--- config.mk ---
export PLATFORM = sky130hd
export DESIGN_NAME = button_conditioner
export DESIGN_NICKNAME = d
export VERILOG_FILES = /design/src/rtl/button_pkg.sv /design/src/rtl/button_conditioner_debounce_channel.sv /design/src/rtl/button_conditioner.sv
export SDC_FILE = /design/constraint.sdc
export NUM_CORES = 1
export LEC_CHECK = 0
export BUFFER_PORTS_ARGS = -buffer_cell sky130_fd_sc_hd__buf_4
export CAP_MARGIN = 20
export CORE_UTILIZATION = 40
export CTS_BUF_LIST = sky130_fd_sc_hd__clkbuf_16
export CTS_CLUSTER_SIZE = 24
export DETAILED_ROUTE_END_ITERATION = 6
export GPL_TIMING_DRIVEN = 0
export SETUP_SLACK_MARGIN = 0.2
export SYNTH_ARGS = -nofsm -noshare
export SYNTH_HDL_FRONTEND = slang
export SYNTH_SLANG_ARGS = --single-unit
--- constraint.sdc ---
create_clock -name clk -period 2.18 [get_ports clk]
set_clock_uncertainty 0.05 [all_clocks]
set_input_delay 0.436 -clock clk [delete_from_list [all_inputs] [get_ports clk]]
set_output_delay 0.436 -clock clk [all_outputs]
set_load 0.005 [all_outputs]
--- src/rtl/button_pkg.sv ---
// Shared constants, channel index type and helpers for the button conditioner.
`timescale 1ns/1ps
package button_pkg;

    localparam int unsigned SYS_CLK_HZ   = 25_000_000;
    localparam int unsigned DEBOUNCE_MS  = 10;
    localparam int unsigned MAX_CHANNELS = 32;
    localparam int unsigned CHAN_IDX_W   = 5;

    typedef logic [CHAN_IDX_W-1:0] chan_idx_t;

    function automatic int unsigned cycles_from_ms(input int unsigned ms);
        return (SYS_CLK_HZ / 1000) * ms;
    endfunction

    // Lowest set bit wins; returns 0 for an all-zero vector.
    function automatic chan_idx_t lowest_set(input logic [MAX_CHANNELS-1:0] v);
        chan_idx_t idx;
        idx = '0;
        for (int i = MAX_CHANNELS - 1; i >= 0; i--) begin
            if (v[i]) idx = CHAN_IDX_W'(i);
        end
        return idx;
    endfunction

endpackage

--- src/rtl/button_conditioner_debounce_channel.sv ---
// One input: synchroniser, stable-count debounce, edge pulses.
// Auto-repeat of press is built only when BUTTON_REPEAT_EN is defined.
`timescale 1ns/1ps
module debounce_channel
    import button_pkg::*;
#(
    parameter int unsigned STABLE_CYCLES = cycles_from_ms(DEBOUNCE_MS),
    parameter int unsigned SYNC_STAGES   = 2
`ifdef BUTTON_REPEAT_EN
    ,
    parameter int unsigned REPEAT_DELAY  = 12_500_000,
    parameter int unsigned REPEAT_PERIOD = 2_500_000
`endif
) (
    input  logic clk,
    input  logic rst_n,
    input  logic raw_i,
    output logic level_o,
    output logic press_o,
    output logic release_o,
    output logic press_c
);

    localparam int unsigned CNT_W = $clog2(STABLE_CYCLES);

    logic [SYNC_STAGES-1:0] sync_q;
    logic [CNT_W-1:0]       cnt_q, cnt_d;
    logic                   level_q, level_d;
    logic                   press_q, press_d;
    logic                   release_q, release_d;
    logic                   s;
    logic                   rise;

    assign s = sync_q[SYNC_STAGES-1];

    always_ff @(posedge clk or negedge rst_n) begin
        if (!rst_n) begin
            sync_q    <= '0;
            cnt_q     <= '0;
            level_q   <= 1'b0;
            press_q   <= 1'b0;
            release_q <= 1'b0;
        end else begin
            sync_q    <= {sync_q[SYNC_STAGES-2:0], raw_i};
            cnt_q     <= cnt_d;
            level_q   <= level_d;
            press_q   <= press_d;
            release_q <= release_d;
        end
    end

`ifdef BUTTON_REPEAT_EN
    localparam int unsigned RPT_MAX = (REPEAT_DELAY > REPEAT_PERIOD) ? REPEAT_DELAY : REPEAT_PERIOD;
    localparam int unsigned RPT_W   = $clog2(RPT_MAX + 1);

    logic [RPT_W-1:0] rpt_cnt_q, rpt_cnt_d;
    logic             rpt_first_q, rpt_first_d;
    logic [RPT_W-1:0] rpt_target;
    logic             rpt_fire;

    always_ff @(posedge clk or negedge rst_n) begin
        if (!rst_n) begin
            rpt_cnt_q   <= '0;
            rpt_first_q <= 1'b0;
        end else begin
            rpt_cnt_q   <= rpt_cnt_d;
            rpt_first_q <= rpt_first_d;
        end
    end

    // First repeat waits REPEAT_DELAY after the flip, later ones REPEAT_PERIOD.
    always_comb begin
        rpt_cnt_d   = rpt_cnt_q;
        rpt_first_d = rpt_first_q;
        rpt_fire    = 1'b0;
        rpt_target  = rpt_first_q ? RPT_W'(REPEAT_DELAY - 1) : RPT_W'(REPEAT_PERIOD - 1);
        if (!level_d || rise) begin
            rpt_cnt_d   = '0;
            rpt_first_d = 1'b1;
        end else if (rpt_cnt_q == rpt_target) begin
            rpt_cnt_d   = '0;
            rpt_first_d = 1'b0;
            rpt_fire    = 1'b1;
        end else begin
            rpt_cnt_d = rpt_cnt_q + RPT_W'(1);
        end
    end
`else
    logic rpt_fire;
    assign rpt_fire = 1'b0;
`endif

    // Level flips only after STABLE_CYCLES consecutive disagreeing samples.
    always_comb begin
        cnt_d     = cnt_q;
        level_d   = level_q;
        rise      = 1'b0;
        release_d = 1'b0;
        if (s == level_q) begin
            cnt_d = '0;
        end else if (cnt_q == CNT_W'(STABLE_CYCLES - 1)) begin
            cnt_d     = '0;
            level_d   = s;
            rise      = s;
            release_d = ~s;
        end else begin
            cnt_d = cnt_q + CNT_W'(1);
        end
        press_d = rise | rpt_fire;
    end

    assign level_o   = level_q;
    assign press_o   = press_q;
    assign release_o = release_q;
    assign press_c   = press_d;

endmodule

--- src/rtl/button_conditioner.sv ---
// N-channel button/switch conditioner with a registered "last pressed" index.
// Define BUTTON_REPEAT_EN to add hold-to-repeat press pulses.
`timescale 1ns/1ps
module button_conditioner
    import button_pkg::*;
#(
    parameter int unsigned CHANNELS      = 5,
    parameter int unsigned STABLE_CYCLES = cycles_from_ms(DEBOUNCE_MS),
    parameter int unsigned SYNC_STAGES   = 2,
    parameter int unsigned REPEAT_DELAY  = 12_500_000,
    parameter int unsigned REPEAT_PERIOD = 2_500_000,
    localparam int unsigned IDX_W        = (CHANNELS > 1) ? $clog2(CHANNELS) : 1
) (
    input  logic                clk,
    input  logic                rst_n,
    input  logic [CHANNELS-1:0] raw_i,
    output logic [CHANNELS-1:0] level_o,
    output logic [CHANNELS-1:0] press_o,
    output logic [CHANNELS-1:0] release_o,
    output logic [IDX_W-1:0]    last_idx_o,
    output logic                last_valid_o
);

    logic [CHANNELS-1:0] press_c;
    logic [IDX_W-1:0]    last_idx_q, last_idx_d;
    logic                last_valid_q, last_valid_d;

    for (genvar g = 0; g < CHANNELS; g++) begin : g_ch
        debounce_channel #(
            .STABLE_CYCLES (STABLE_CYCLES),
            .SYNC_STAGES   (SYNC_STAGES)
`ifdef BUTTON_REPEAT_EN
            ,
            .REPEAT_DELAY  (REPEAT_DELAY),
            .REPEAT_PERIOD (REPEAT_PERIOD)
`endif
        ) u_ch (
            .clk       (clk),
            .rst_n     (rst_n),
            .raw_i     (raw_i[g]),
            .level_o   (level_o[g]),
            .press_o   (press_o[g]),
            .release_o (release_o[g]),
            .press_c   (press_c[g])
        );
    end

    // Uses next-cycle press so last_idx lands on the same edge as the pulse.
    always_comb begin
        last_idx_d   = last_idx_q;
        last_valid_d = last_valid_q;
        if (|press_c) begin
            last_idx_d   = IDX_W'(lowest_set(MAX_CHANNELS'(press_c)));
            last_valid_d = 1'b1;
        end
    end

    always_ff @(posedge clk or negedge rst_n) begin
        if (!rst_n) begin
            last_idx_q   <= '0;
            last_valid_q <= 1'b0;
        end else begin
            last_idx_q   <= last_idx_d;
            last_valid_q <= last_valid_d;
        end
    end

    assign last_idx_o   = last_idx_q;
    assign last_valid_o = last_valid_q;

endmodule

======== Word-level counts from Yosys, hierarchy flattened ========
Cells that the tools add are included.
storage, ports and cells
  register bits after elaboration ......... 119
  word-level logic and storage cells ...... 93
operators by class
  muxes and demuxes ....................... 35
  $add $sub $neg .......................... 5
  eq/ne operators ......................... 10
  reductions and logical operators ........ 6
  bitwise logic cells ..................... 10
operators by type and width
  cell                                                             number
  18-bit two-way mux                                               10
  18-bit by 1-bit adder with 18-bit output, second input constant  5
  18-bit == test, second input constant                            5
  1-bit two-way mux                                                20
  3-bit two-way mux                                                5
  1-bit inverter                                                   10
  2-bit AND reduction                                              5
  1-bit == test                                                    5
  5-bit OR reduction                                               1

======== Logic depth before layout (Yosys ltp) ========
  depth after elaboration ................. 8
  depth in mapped cells ................... 8
  depth with buffers taken out ............ 5

======== Hierarchy ========
A second synthesis with hierarchy kept.
second synthesis, totals
  cell total of the unflattened synthesis .. 524
  area total of the unflattened synthesis .. 5545.3 µm²
modules (own cells, without submodules)
  module                               cells each  instances  sequential area each (µm²)  area an instance (µm²)
  debounce_channel (g_ch[0].u_ch ...)  102         4          575.6                       1077.3
  debounce_channel (g_ch[1].u_ch)      101         1          575.6                       1068.5
  button_conditioner                   15          1          100.1                       167.7

======== Worst setup path before layout ========
OpenSTA, ideal clock, no wires.
  path kind ............................... register -> register
  start ................................... register g_ch[3].u_ch.cnt_q[13]
  end ..................................... register g_ch[3].u_ch.level_q
  buffers on the path ..................... 0
  period minus slack after synthesis ...... 2030 ps
  cell stages (with the launch flop) ...... 5
  slack ................................... 150 ps
  data required time ...................... 2005 ps
  arrival time ............................ 1855 ps
  library setup time ...................... 125 ps
  path through ............................ dfrtp_1 -> or4_1 -> or3_1 -> or3_4 -> mux2_4
between the ends
  word-level cells in the longest chain between the ends .. 2
ends and longest elaborated chain
  what                           RTL line                                    RTL
  start, declared                button_conditioner_debounce_channel.sv:27   logic [CNT_W-1:0] cnt_q, cnt_d;
  start signal, assigned         button_conditioner_debounce_channel.sv:45   cnt_q <= cnt_d;
  18-bit == test                 button_conditioner_debounce_channel.sv:101  end else if (cnt_q == CNT_W'(STABLE_CYCLES - 1)) begin
  2-bit AND reduction (no line)  --
  end signal, assigned           button_conditioner_debounce_channel.sv:46   level_q <= level_d;
  end, declared                  button_conditioner_debounce_channel.sv:28   logic level_q, level_d;
Every way passes these cells.
A chain may end at the register's enable or synchronous reset.

======== Final worst setup path ========
  start ................................... register g_ch[3].u_ch.cnt_q[9]
  end ..................................... register g_ch[3].u_ch.level_q
The elaborated chain is that of the path after synthesis.

==> flow_metrics.env <==
export IMPL_status="finished clean"
export IMPL_drt_initial_drc_count=278
export IMPL_synth_ff_type="dfrtp_1"
export IMPL_synth_cell_types=54
export IMPL_routedWlPerCell_um=15.1
export IMPL_ys_warn_count=0
export IMPL_grt_antenna_before_repair=0
export IMPL_power_density_nw_per_um2=717
export IMPL_clock_path_buffers=2
export IMPL_design_area_sq_um=7160
export IMPL_dr_wl_met2_mm=6.26
export IMPL_finalCritPeriodShare_pct=94.2
export IMPL_fin_nets=644
export IMPL_synth_nets=580
export IMPL_synth_async_reset_ratio_pct=100
export IMPL_worstMarginPinSlew_ns=0.593
export IMPL_cts_tree="built"
export IMPL_synth_seq_cells=119
export IMPL_grt_pass1_vias=4526
export IMPL_die_width_um=122
export IMPL_cts_sink_count=119
export IMPL_grt_pass1_wl_mm=21.3
export IMPL_critPathKind="reg2reg"
export IMPL_path_max_fanout=3
export IMPL_h_tree_depth=4
export IMPL_drc=0
export IMPL_cp_end_kind="register"
export IMPL_total_power_uw=5140
export IMPL_synth_edf_count=0
export IMPL_ioPinCount=26
export IMPL_period_minus_slack_ns=2.05
export IMPL_slew_headroom_pct=60.1
export IMPL_drive_gt1_share_pct=22.8
export IMPL_dp_hpwl_mm=8.33
export IMPL_wl_met3_um=457
export IMPL_drv_cap=0
export IMPL_rsz0062_at_grt="yes"
export IMPL_leakage_uw=0.00295
export IMPL_area_growth_synth_to_final_pct=23.7
export IMPL_synth_top_area_share_pct=51.4
export IMPL_wl_met1_mm=5.56
export IMPL_synth_common_cells="119 x dfrtp_1, 78 x nor2_1, 33 x nand3_1"
export IMPL_gp_congestion=0.826
export IMPL_syn_inst=568
export IMPL_ant_nets=0
export IMPL_holdCritPathClass="in2reg"
export IMPL_initial_core_util_pct=41.4
export IMPL_postPlaceCellArea_sq_um=6230
export IMPL_vdd_ir_drop_max_v=0.000523
export IMPL_die_y_um=122
export IMPL_vias=4413
export IMPL_path_clk_slew_ns=0.05
export IMPL_drv_slew=0
export IMPL_yosys_cell_count_top_type="dfrtp_1"
export IMPL_ys_seq_area_share_pct=51.4
export IMPL_wl_mm=12.5
export IMPL_rows=43
export IMPL_syn_avg_cell_area_sq_um=10.2
export IMPL_maxUsedRoutingLayer="met4"
export IMPL_io_buffers=25
export IMPL_critPathArrivalTime_ns=2.30
export IMPL_first_pass_iters=5
export IMPL_diodes=0
export IMPL_root_buffer="clkbuf_16"
export IMPL_coreArea_sq_um=14000
export IMPL_reg2reg_slack_ns=0.13
export IMPL_yosysTopAreaCell="dfrtp_1"
export IMPL_grt_start_max_net_pins=71
export IMPL_cp_required_ns=2.43
export IMPL_grt_use_total_pct=18.5
export IMPL_max_freq_mhz=487
export IMPL_cts_made_buffers=17
export IMPL_start_kind="register"
export IMPL_finalHoldViolCount=0
export IMPL_grt_overflow=0
export IMPL_synth_area_leaders="dfrtp_1 51%, nor2_1 5.1%, xnor2_1 4.7%"
export IMPL_setup_viol=0
export IMPL_clk_insertion_delay_late_ns=0.42
export IMPL_netlist_area_sq_um=5790
export IMPL_dieArea_sq_um=15000
export IMPL_via_per_inst=5.36
-- power by group --
group	switching, uW	total (uW)	internal (uW)
Clock	942	2690	1750
Sequential	31.3	2280	2240
Combinational	106	169	62.9
-- cell families (layout without fill, tap and decap cells) --
| logic type | Yosys count | after routing | share of synthesized area, % |
|---|---|---|---|
| AND/OR/NAND/NOR | 278 | 278 | 26.3 |
| XOR/XNOR | 60 | 60 | 9.08 |
| multiplexers | 8 | 8 | 1.56 |
| flip-flops | 119 | 119 | 51.4 |
| AO/OA/AOI/OAI | 61 | 61 | 6.87 |
| buffers and inverters | 37 | 113 | 3.67 |
| adder cells (fa/ha/maj) | 5 | 5 | 1.08 |
-- sequential cells by signal, summed over array words and instances (netlist names) --
register / flops
g_ch.u_ch.cnt_q: 90
g_ch.u_ch.level_o: 5
g_ch.u_ch.press_o: 5
g_ch.u_ch.release_o: 5
g_ch.u_ch.sync_q: 10
last_idx_o: 3
last_valid_o: 1
-- worst paths after layout --
check,start,endpoint,depth (start not counted)
min in group asynchronous,rst_n,g_ch[4].u_ch.cnt_q[14],2
worst max-delay path,g_ch[3].u_ch.cnt_q[9],g_ch[3].u_ch.level_o,4
worst min register to register,g_ch[0].u_ch.sync_q[0],g_ch[0].u_ch.sync_q[1],0
worst max register to register,g_ch[3].u_ch.cnt_q[9],g_ch[3].u_ch.level_o,4
max in group asynchronous,rst_n,g_ch[3].u_ch.cnt_q[8],3
worst min-delay path,raw_i[3],g_ch[3].u_ch.sync_q[0],1
-- timing repair --
item                                    CTS  global route
setup buffers                            11             6
pin swaps                                11            13
cloned                                    0             1
endpoints found under the setup margin   78            72
hold buffers                              1             0
resized for setup                        22            37
hold endpoints to repair                 49             0
-- metal layers --
metal,vias up,global-route usage [%]
met5,-,0
met4,0,7.32
met3,15,5.39
met2,72,31.0
met1,2167,22.2
li1,2159,-
-- critical path, stage by stage, from the launching register on --
cell and delay [ns]:
dfrtp_1 0.38, or4_4 0.53, or3_1 0.31, or3_4 0.36, mux2_4 0.30
-- per-stage QoR --
step                      setup slack (ns)  TNS, ns  cells  utilization (%)  hold WS, ns
final                                0.126        0    824             51.2       0.0776
after global routing                0.0917        0    824             51.2       0.0591
after CTS                            0.125        0    817             50.0       0.0562
after detailed placement            -0.421    -6.03    774             44.6        0.285
after global placement              -0.355    -4.60    773             44.3        0.285
after floorplan                      0.154        0    568                -       0.0904
-- placed cells by master (no fill, tap or decap), types with 4 or more instances in the layout --
cell type	n
a21oi_1	22
and2_1	5
and3_1	11
and4_1	6
buf_4	57
buf_6	5
clkbuf_16	17
clkbuf_2	5
clkinv_1	6
dfrtp_1	118
ha_1	4
inv_1	11
mux2_2	4
nand2_1	27
nand2b_1	7
nand3_1	32
nand4_1	24
nor2_1	65
nor2_2	11
nor3_1	10
nor3b_1	5
nor4_1	15
o21ai_0	9
o31ai_1	11
or3_1	13
or4_1	11
or4_4	6
xnor2_1	31
xor2_1	29
-- final cells by class --
type | instances | area (sq um)
inverter | 10 | 37.5
clock inverter | 14 | 141
fill | 1279 | 6830
tap | 180 | 225
buffer | 27 | 189
sequential | 119 | 2980
multi-input combinational | 412 | 2790
timing repair buffer | 45 | 372
clock buffer | 17 | 425
Power figures use the tool's default switching activity.
